--- src/rtl/trigger_pulse_gen_pkg.sv ---
// trigger_pulse_gen_pkg: state encoding and small elaboration-time helpers
// shared by the trigger pulse generator files.
package trigger_pulse_gen_pkg;

  typedef enum logic [1:0] {
    IDLE  = 2'd0,
    PULSE = 2'd1,
    HOLD  = 2'd2
  } trigState_t;

  // Larger of two tick counts; sizes the shared phase tick counter.
  function automatic int maxTicks(input int a, input int b);
    return (a > b) ? a : b;
  endfunction

endpackage

--- src/rtl/trigger_pulse_gen_if.sv ---
// trigger_pulse_gen_if: start/abort requests from the controller and the
// trigger/busy/done status returned to it.
interface trigger_pulse_gen_if;

  logic i_start;
  logic i_abort;
  logic o_trig;
  logic o_busy;
  logic o_done;

  // Controller side: issues requests, watches status.
  modport master (
    output i_start,
    output i_abort,
    input  o_trig,
    input  o_busy,
    input  o_done
  );

  // Pulse generator side: takes requests, drives status.
  modport slave (
    input  i_start,
    input  i_abort,
    output o_trig,
    output o_busy,
    output o_done
  );

endinterface

--- src/rtl/trigger_pulse_gen_tick_gen.sv ---
// trig_tick_gen: free-running prescaler producing a one-cycle tick every
// TICK_DIV clocks. A synchronous clear restarts the count so that a new
// phase always starts with a full tick period.
module trig_tick_gen #(
  parameter int TICK_DIV = 100
) (
  input  logic clk,
  input  logic rst,
  input  logic clear_i,
  output logic tick_o
);

  localparam int PW = $clog2(TICK_DIV);
  localparam logic [PW-1:0] LAST = PW'(TICK_DIV - 1);

  logic [PW-1:0] cnt_q;
  logic [PW-1:0] cnt_d;

  // Next count: wrap after the last count, restart on clear.
  always_comb begin
    cnt_d = cnt_q + 1'b1;
    if (clear_i || (cnt_q == LAST)) begin
      cnt_d = '0;
    end
  end

  // Prescaler count register.
  always_ff @(posedge clk or posedge rst) begin
    if (rst) begin
      cnt_q <= '0;
    end else begin
      cnt_q <= cnt_d;
    end
  end

  assign tick_o = (cnt_q == LAST);

endmodule

--- src/rtl/trigger_pulse_gen.sv ---
// trigger_pulse_gen: turns a one-cycle start strobe into a trigger pulse of
// PULSE_TICKS ticks followed by a HOLDOFF_TICKS lockout, then strobes done.
// Starts while busy are dropped; abort cuts the pulse short but keeps the
// full lockout.
module trigger_pulse_gen
  import trigger_pulse_gen_pkg::*;
#(
  parameter int TICK_DIV      = 100,
  parameter int PULSE_TICKS   = 10,
  parameter int HOLDOFF_TICKS = 60000
) (
  input logic              clk,
  input logic              rst,
  trigger_pulse_gen_if.slave bus
);

  localparam int CW = $clog2(maxTicks(PULSE_TICKS, HOLDOFF_TICKS) + 1);
  localparam logic [CW-1:0] PULSE_LAST = CW'(PULSE_TICKS - 1);
  localparam logic [CW-1:0] HOLD_LAST  = CW'(HOLDOFF_TICKS - 1);

  trigState_t    state_q;
  logic [CW-1:0] tickCnt_q;
  logic          trig_q;
  logic          busy_q;
  logic          done_q;

  logic          tick;
  logic          tickClear;
  logic          startAccept;
  logic          pulseEnd;

  assign startAccept = (state_q == IDLE) && bus.i_start;
  assign pulseEnd    = (state_q == PULSE) &&
                       (bus.i_abort || (tick && (tickCnt_q == PULSE_LAST)));
  assign tickClear   = startAccept || pulseEnd;

  trig_tick_gen #(
    .TICK_DIV (TICK_DIV)
  ) u_tick (
    .clk     (clk),
    .rst     (rst),
    .clear_i (tickClear),
    .tick_o  (tick)
  );

  // Phase FSM with tick counter and registered trig/busy/done outputs.
  always_ff @(posedge clk or posedge rst) begin
    if (rst) begin
      state_q   <= IDLE;
      tickCnt_q <= '0;
      trig_q    <= 1'b0;
      busy_q    <= 1'b0;
      done_q    <= 1'b0;
    end else begin
      done_q <= 1'b0;
      case (state_q)
        IDLE: begin
          if (bus.i_start) begin
            state_q   <= PULSE;
            tickCnt_q <= '0;
            trig_q    <= 1'b1;
            busy_q    <= 1'b1;
          end
        end
        PULSE: begin
          if (pulseEnd) begin
            state_q   <= HOLD;
            tickCnt_q <= '0;
            trig_q    <= 1'b0;
          end else if (tick) begin
            tickCnt_q <= tickCnt_q + 1'b1;
          end
        end
        HOLD: begin
          if (tick && (tickCnt_q == HOLD_LAST)) begin
            state_q   <= IDLE;
            tickCnt_q <= '0;
            busy_q    <= 1'b0;
            done_q    <= 1'b1;
          end else if (tick) begin
            tickCnt_q <= tickCnt_q + 1'b1;
          end
        end
        default: begin
          state_q   <= IDLE;
          tickCnt_q <= '0;
          trig_q    <= 1'b0;
          busy_q    <= 1'b0;
        end
      endcase
    end
  end

  assign bus.o_trig = trig_q;
  assign bus.o_busy = busy_q;
  assign bus.o_done = done_q;

endmodule

--- src/flat_wrapper.sv ---
// flat-port wrapper written by rule: the top's interface ports become plain ports
module trigger_pulse_gen_flat import trigger_pulse_gen_pkg::*;
#(
  parameter int TICK_DIV      = 100,
  parameter int PULSE_TICKS   = 10,
  parameter int HOLDOFF_TICKS = 60000
)
  (clk, rst, bus_i_start, bus_i_abort, bus_o_trig, bus_o_busy, bus_o_done);
  trigger_pulse_gen_if bus_i ();
  input logic clk;
  input logic rst;
  input wire logic [$bits(bus_i.i_start)-1:0] bus_i_start;
  input wire logic [$bits(bus_i.i_abort)-1:0] bus_i_abort;
  output wire logic [$bits(bus_i.o_trig)-1:0] bus_o_trig;
  output wire logic [$bits(bus_i.o_busy)-1:0] bus_o_busy;
  output wire logic [$bits(bus_i.o_done)-1:0] bus_o_done;
  assign bus_i.i_start = bus_i_start;
  assign bus_i.i_abort = bus_i_abort;
  assign bus_o_trig = bus_i.o_trig;
  assign bus_o_busy = bus_i.o_busy;
  assign bus_o_done = bus_i.o_done;
  trigger_pulse_gen #(.TICK_DIV(TICK_DIV), .PULSE_TICKS(PULSE_TICKS), .HOLDOFF_TICKS(HOLDOFF_TICKS)) u_core (.clk(clk), .rst(rst), .bus(bus_i));
endmodule
--- config.mk ---
export PLATFORM = sky130hd
export DESIGN_NAME = trigger_pulse_gen_flat
export DESIGN_NICKNAME = d
export VERILOG_FILES = /design/src/rtl/trigger_pulse_gen_pkg.sv /design/src/rtl/trigger_pulse_gen_if.sv /design/src/rtl/trigger_pulse_gen_tick_gen.sv /design/src/rtl/trigger_pulse_gen.sv /design/src/flat_wrapper.sv
export SDC_FILE = /design/constraint.sdc
export NUM_CORES = 1
export LEC_CHECK = 0
export CAP_MARGIN = 20
export CORE_MARGIN = 3
export CORE_UTILIZATION = 55
export DETAILED_ROUTE_END_ITERATION = 10
export GPL_ROUTABILITY_DRIVEN = 0
export HOLD_SLACK_MARGIN = 0.05
export PLACE_DENSITY = 0.71
export SYNTH_ARGS = -nofsm -noshare
export SYNTH_HDL_FRONTEND = slang
export SYNTH_SLANG_ARGS = --single-unit
--- constraint.sdc ---
create_clock -name clk -period 6.3 [get_ports clk]
set_input_delay 0.63 -clock clk [delete_from_list [all_inputs] [get_ports clk]]
set_output_delay 0.63 -clock clk [all_outputs]
set_load 0.01 [all_outputs]
# Word level (Yosys, flattened, before mapping)
# Cells that the tools add are included.
[totals]
out_inout_bits = 3
wordCells = 46
reg_bits = 28
in_bits = 4
[op_classes]
n_reduce_logical = 11
n_eq_ne = 8
mux = 17
bitwise = 2
n_addsub = 2
[op_table]
columns = ["cell", "count"]
rows = [
  ["two-way mux 16 bit", 4],
  ["case mux 16 bit (3 select lines)", 1],
  ["adder 16 x 1 -> 16 bit, second input constant", 1],
  ["== test 16 bit, second input constant", 1],
  ["== test 16 x 4 -> 1 bit, second input constant", 1],
  ["AND reduction 3 bit", 3],
  ["adder 7 x 1 -> 7 bit, second input constant", 1],
  ["== test 7 bit, second input constant", 1],
  ["two-way mux 7 bit", 1],
  ["two-way mux 2 bit", 3],
  ["case mux 1 bit (3 select lines)", 2],
  ["case mux 2 bit (3 select lines)", 1],
  ["two-way mux 1 bit", 5],
  ["logical AND 1 bit", 4],
  ["!= test 2 x 1 -> 1 bit, second input constant", 2],
  ["logical OR 1 bit", 3],
  ["== test 2 x 1 -> 1 bit, second input constant", 1],
  ["== test 2 bit, second input constant", 1],
  ["zero test 2 bit", 1],
  ["!= test 2 bit, second input constant", 1],
  ["NOT 1 bit", 2],
]

# Longest topological paths before layout
# Gate-level depths: netlist of the first run.
[depth]
word_depth = 7
depth_mapped = 8
depth_no_buf = 7

# Cells and area by module
# Synthesis of the first run repeated with hierarchy kept, for this count alone.
[hier_totals]
cells_unflattened = 205
area_unflattened_um2 = 1860.5
[by_module_without_submodules]
columns = ["module", "seq_area_each_um2", "instances", "cells_per_inst", "area_each_um2"]
rows = [
  ["trigger_pulse_gen", 525.5, 1, 172, 1512.7],
  ["trig_tick_gen", 175.2, 1, 33, 347.8],
]

# Least setup slack after synthesis of the first run
# No wires, ideal clock.
[synth_path]
path_kind = "register to register"
startpoint = "register u_core.tickCnt_q[8]"
endpoint = "register u_core.tickCnt_q[13]"
slack_ns = 3.880
setup_ns = 0.124
path_stages_with_launch = 7
arrival_ns = 2.296
required_ns = 6.176
path_buffers = 0
synth_period_minus_slack_ns = 2.420
cell_sequence = "dfrtp_1 -> or4_4 -> or4_4 -> o21ai_4 -> a21boi_4 -> and3_1 -> a211o_1"
[synth_via]
elab_chain_len = 6
word_cells_on_any_way = 11
cone_classes = "add/sub: 1; eq/ne: 2; mux: 4; reduce/logical: 4"
[synth_lines]
columns = ["item", "line", "text"]
rows = [
  ["from (decl)", "trigger_pulse_gen.sv:22", "logic [CW-1:0] tickCnt_q;"],
  ["from (signal assigned)", "trigger_pulse_gen.sv:71", "tickCnt_q <= tickCnt_q + 1'b1;"],
  ["from (signal assigned)", "trigger_pulse_gen.sv:81", "tickCnt_q <= tickCnt_q + 1'b1;"],
  ["branches (longest 5 deep; another with adder 16 x 1 -> 16 bit)", "-", ""],
  ["case mux 16 bit (3 select lines) *", "trigger_pulse_gen.sv:56", "case (state_q)"],
]
# Every way passes the cells marked *.
# A chain may end at the register's enable or synchronous reset.

# Worst setup path in the final report of the first run
# Same ends and word-level chain as after synthesis.

==> results of run 1 <==
## through the flow
stage / setup slack, ps / hold WS (ps) / util / area [um^2]
2_1_floorplan: 3880 / 425 / - / 1610
3_3_place_gp: 3730 / 437 / 0.613 / 1700
3_5_place_dp: 3710 / 453 / 0.617 / 1720
4_1_cts: 3690 / 472 / 0.630 / 1750
5_1_grt: 3510 / 495 / 0.640 / 1780
6_report: 3660 / 465 / 0.640 / 1780
## critical path: cells and delay by family, from the launching register on
kind	cells	cell delay (ps)
AND/OR/NAND/NOR	3	1360
flip-flops	1	480
AO/OA/AOI/OAI	3	690
## cell usage after synthesis (5+ instances only)
| library cell | number |
|---|---|
| o21ai_0 | 8 |
| ha_1 | 6 |
| dfrtp_1 | 28 |
| nand3_1 | 12 |
| and3_1 | 11 |
| nor2_1 | 21 |
| mux2i_1 | 5 |
| inv_1 | 7 |
| nand2_1 | 19 |
## registers in the layout, indices dropped and copies added, names as in the netlist
name	flops
u_core.bus.o_done	1
u_core.tickCnt_q	16
u_core.bus.o_trig	1
u_core.u_tick.cnt_q	7
u_core.state_q	2
u_core.bus.o_busy	1
## metal layers
| metal | vias up | global-route usage | wire length (um) |
|---|---|---|---|
| met5 | - | 0 | 0 |
| met4 | 0 | 0.0759 | 57 |
| met3 | 7 | 0.0324 | 97 |
| met2 | 20 | 0.349 | 1660 |
| met1 | 667 | 0.250 | 1590 |
| li1 | 650 | - | - |
## area by class of cell
cell class	count	area, um^2	share of cell area
inverter	7	26.3	0.0148
multi-input combinational	136	878	0.494
clock buffer	4	36.3	0.0204
tap	31	38.8	0.0218
sequential	28	701	0.394
timing repair buffer	8	98.8	0.0556
## logic make-up (layout without fill, tap and decap cells)
logic type      after synthesis  in the layout  share of synthesized area
mux                           5              5                     0.0310
buf+inv                       9             19                     0.0210
compound gates               34             34                      0.166
xor+xnor                      5              5                     0.0272
fa+ha+maj                     6              6                     0.0465
flops                        28             28                      0.434
simple gates                 86             86                      0.274
## final timing paths
| kind | start | end | slack, ps | depth (start not counted) |
|---|---|---|---|---|
| setup / recovery | u_core.tickCnt_q[8] | u_core.tickCnt_q[13] | 3660 | 6 |
| hold reg to reg | u_core.u_tick.cnt_q[0] | u_core.u_tick.cnt_q[0] | 470 | 1 |
| min in group asynchronous | rst | u_core.bus.o_trig | 510 | 2 |
| max in group asynchronous | rst | u_core.tickCnt_q[13] | 5370 | 3 |
| setup reg to reg | u_core.tickCnt_q[8] | u_core.tickCnt_q[13] | 3660 | 6 |
| hold / removal | u_core.u_tick.cnt_q[0] | u_core.u_tick.cnt_q[0] | 470 | 1 |
## power by group through the flow
stage               Sequential, mW  Combinational [mW]  Clock [mW]
global placement             0.185             0.00705           0
finish                       0.181             0.00930      0.0897
floorplan                    0.184             0.00363           0
global route                 0.181              0.0102      0.0967
CTS                          0.181             0.00736      0.0911
detailed placement           0.185             0.00731           0
==> impl_metrics.ini, run 1 <==
[floorplan]
die-area_um2 = 3620
core_area_um2 = 2780
die_x_um = 60.2
die_y_um = 60.2
pin_count = 7
rows = 19
initial_core_util = 0.580

[synth]
synth_nets = 183
synthesis.area_um2 = 1610
postSynthCellCount = 173
synth_edf_count = 0
yosys_warnings = 0
synthTopCellsByArea = dfrtp_1 (43%), nor2_1 (4.9%), ha_1 (4.7%)
synth.avg_cell_area_um2 = 9.32
ys_seq_elements = 28
async_flop_share = 1.00
yosysUniqueCellTypes = 39
synth_top_area_share = 0.434
synth_flop_cell = dfrtp_1
yosysSeqAreaShare = 0.434
synth_area_leader_cell = dfrtp_1

[pwr]
power_uw = 280
comb_power_share = 0.033
ir_worst_vdd_uv = 127
switching_power_uw = 60.4
p_leak_nw = 0.838
switching_share = 0.215
power_frac_seq = 0.647
p_clk_frac = 0.320
power.density_nw_per_um2 = 158
intPower_uw = 220

[timing]
max_slew_margin = 0.435
worst_pin_slew_ps = 840
fmax_mhz = 379
fin_crit_ps = 2640
rsz0062_at_grt = false
final.period_utilization = 0.419
tns_ps = 0
hold_viol = 0
setup_violations = 0
finalMaxSlewViolations = 0
fin_worst_skew_ps = 6.08

[worst_setup_path]
cp-end-kind = flip-flop
required_ps = 6540
cp_max_fo = 9
arrival_ps = 2880
cp_slowest_stage_delay_ps = 580
crit_type = flip-flop to flip-flop
crit_chain = or4_4, or4_4, o21ai_4, a21boi_4, and3_1, a211o_1
critPathLaunchType = flip-flop
cpMaxStageDelayCell = or4_4
cp_common_cell = or4_4

[job]
maxCapViolCount = 0

[clocking]
cts_setup_buffers = 0
cts_tree = yes
clk_latency_ps = 340
clk_pin_slew_ps = 150
holdBufCountCts = 0
cts_root_buf = clkbuf_4
htreeDepth = 1
clock_path_buffers = 2
cts_made_buffers = 3
cts_num_sinks = 28
cts-resized-gates = 0

[drt]
wirelength_um = 3410
ant_nets = 0
drt_iter0_drc = 49
drc = 0
vias = 1344
wl_per_cell_um = 15.9
dr.pass1.iters = 4
via_per_inst = 6.28

[grt]
grt_pass1_vias = 1254
grt_max_degree = 29
grt-ovfl-total = 0
grt_pass1_wl_um = 5580
antenna_found_initial = 0
grt.total_usage = 0.202

[placed_design]
place_inst = 209
portBuffers = 6
dpl.hpwl_um = 2440

[cells_and_area]
layout_commonest_cell = dfrtp_1
diodes = 0
area_growth_pct = 10.3
final_cell_mix = dfrtp_1 (28), nor2_1 (21), nand2_1 (19)
fin_nets = 194
fillers = 228
instances_no_fill = 214
drive_gt1_frac = 0.0710

[min_path]
hold_path_class = flip-flop to flip-flop

[outcome]
status = completed
No activity file was read; power rests on OpenSTA's default activity.
==> inputs of run 2 (changes only) <==
clock period = 2.6 ns   (was 6.3 ns; I/O delays follow)
==> run 2 against run 1 <==
  * Worst setup slack worse by 3600 ps
  * Clock power rose to 3.3 times the previous value
  * Global-route usage up 1.1 points
  * Sequential share of layout area down 0.74 points
  * Utilization up 1.3 points
  * Power rose to 2.7 times the previous value
  * First-iteration DRC count up 92%
  * Clock skew down 2.4 ps
  * Register-to-register slack worse by 3600 ps
  * Critical endpoint is now u_core.tickCnt_q[6]
==> impl_metrics.ini, run 2 (same netlist as run 1, synthesis figures left out) <==
[timing]
final.period_utilization = 0.969
fmax_mhz = 397
setup_violations = 0
rsz0062_at_grt = false
tns_ps = 0
fin_worst_skew_ps = 3.67
worst_pin_slew_ps = 496
hold_viol = 0
fin_crit_ps = 2520
finalMaxSlewViolations = 0
max_slew_margin = 0.669
holdWs_ps = 201

[placed_design]
dpl.hpwl_um = 2560
place_inst = 214
portBuffers = 6

[cells_and_area]
area_growth_pct = 12.6
instances_no_fill = 219
layout_commonest_cell = dfrtp_1
top_register = u_core.tickCnt_q
fin_nets = 199
reg.largest.list = u_core.tickCnt_q: 16 flops, u_core.u_tick.cnt_q: 7 flops, u_core.state_q: 2 flops
fillers = 239
multi_input_area_um2 = 885
final_cell_mix = dfrtp_1 (27), nor2_1 (21), nand2_1 (19)
largest_reg_flops = 16
post-route-util = 0.653
seq_area_um2 = 702
diodes = 0
drive_gt1_frac = 0.101

[floorplan]
core_area_um2 = 2780
initial_core_util = 0.580
rows = 19
pin_count = 7
die_x_um = 60.2
die-area_um2 = 3620
die_y_um = 60.2

[drt]
ant_nets = 0
dr.pass1.iters = 4
drc = 0
via_per_inst = 6.29
vias = 1378
drt_iter0_drc = 94
wirelength_um = 3540
wl_per_cell_um = 16.2

[worst_setup_path]
required_ps = 2840
rr_startpoint = u_core.tickCnt_q[10]
crit_type = flip-flop to flip-flop
critPathLaunchType = flip-flop
cp-end-kind = flip-flop
cp-startpoint = u_core.tickCnt_q[10]
arrival_ps = 2760
cp_max_fo = 8

[clocking]
cts_root_buf = clkbuf_4
cts_made_buffers = 3
clock_path_buffers = 2
holdBufCountCts = 0
cts_tree = yes
clk_latency_ps = 340
cts_num_sinks = 28
htreeDepth = 1
clk_pin_slew_ps = 160

[grt]
grt-ovfl-total = 0
grt_max_degree = 20
grt.total_usage = 0.213
grt_pass1_vias = 1311
grt_pass1_wl_um = 5910
antenna_found_initial = 0

[pwr]
power.density_nw_per_um2 = 414
ir_worst_vdd_uv = 334
p_leak_nw = 0.861

[outcome]
status = completed

[min_path]
hold_path_class = primary input to asynchronous set/reset pin

[job]
maxCapViolCount = 0
==> run 2: repair_timing <==
item                       4_1_cts  5_1_grt
resized for setup                0        2
setup buffers                    0        1
setup endpoints to repair        0        7
==> run 2: layout make-up <==
cell class	count	area share
clock buffers	3	0.0124
clock inverters	1	0.0165
inverters	7	0.0145
multi-input cells	136	0.487
flip-flops and latches	28	0.386
well taps	31	0.0213
repair buffers	13	0.0620
==> run 2: path summary, 6_finish.rpt <==
| check | slack [ps] | to | cells past startpoint |
|---|---|---|---|
| worst max-delay path | 80 | u_core.tickCnt_q[6] | 6 |
| worst min-delay path | 200 | u_core.bus.o_trig | 2 |
| worst max register to register | 80 | u_core.tickCnt_q[6] | 6 |
| worst min register to register | 480 | u_core.u_tick.cnt_q[0] | 1 |
| max in group asynchronous | 1810 | u_core.tickCnt_q[8] | 3 |
| min in group clk | 480 | u_core.u_tick.cnt_q[0] | 1 |
==> run 2: power by group <==
part,total [mW],leakage (nW),internal (mW),switching (mW)
clock network,0.294,0.0279,0.156,0.138
logic,0.0185,0.468,0.00645,0.0121
registers,0.439,0.365,0.437,0.00191
total,0.752,0.861,0.600,0.152
==> run 2: through the flow <==
step | instance area, um^2 | setup slack [ps] | power (mW)
floorplan | 1610 | 180 | 0.455
CTS | 1800 | 30.1 | 0.753
global route | 1820 | 4.60 | 0.771
global placement | 1750 | 147 | 0.466
detailed placement | 1750 | 76.0 | 0.466
finish | 1820 | 81.1 | 0.752
==> run 2: worst max-delay path, cell delays in order, from the launching register on <==
cell and delay (ps):
dfrtp_2 470, or4_4 550, or4_4 560, o21ai_4 260, a21boi_4 140, and3_1 190
a221o_1 260
==> run 2: metal layers <==
metal / vias to the layer above / global-route usage / wire, um
met5: - / 0 / 0
met4: 0 / 0.0665 / 29
met3: 4 / 0.0281 / 120
met2: 25 / 0.372 / 1760
met1: 681 / 0.270 / 1630
li1: 668 / - / -
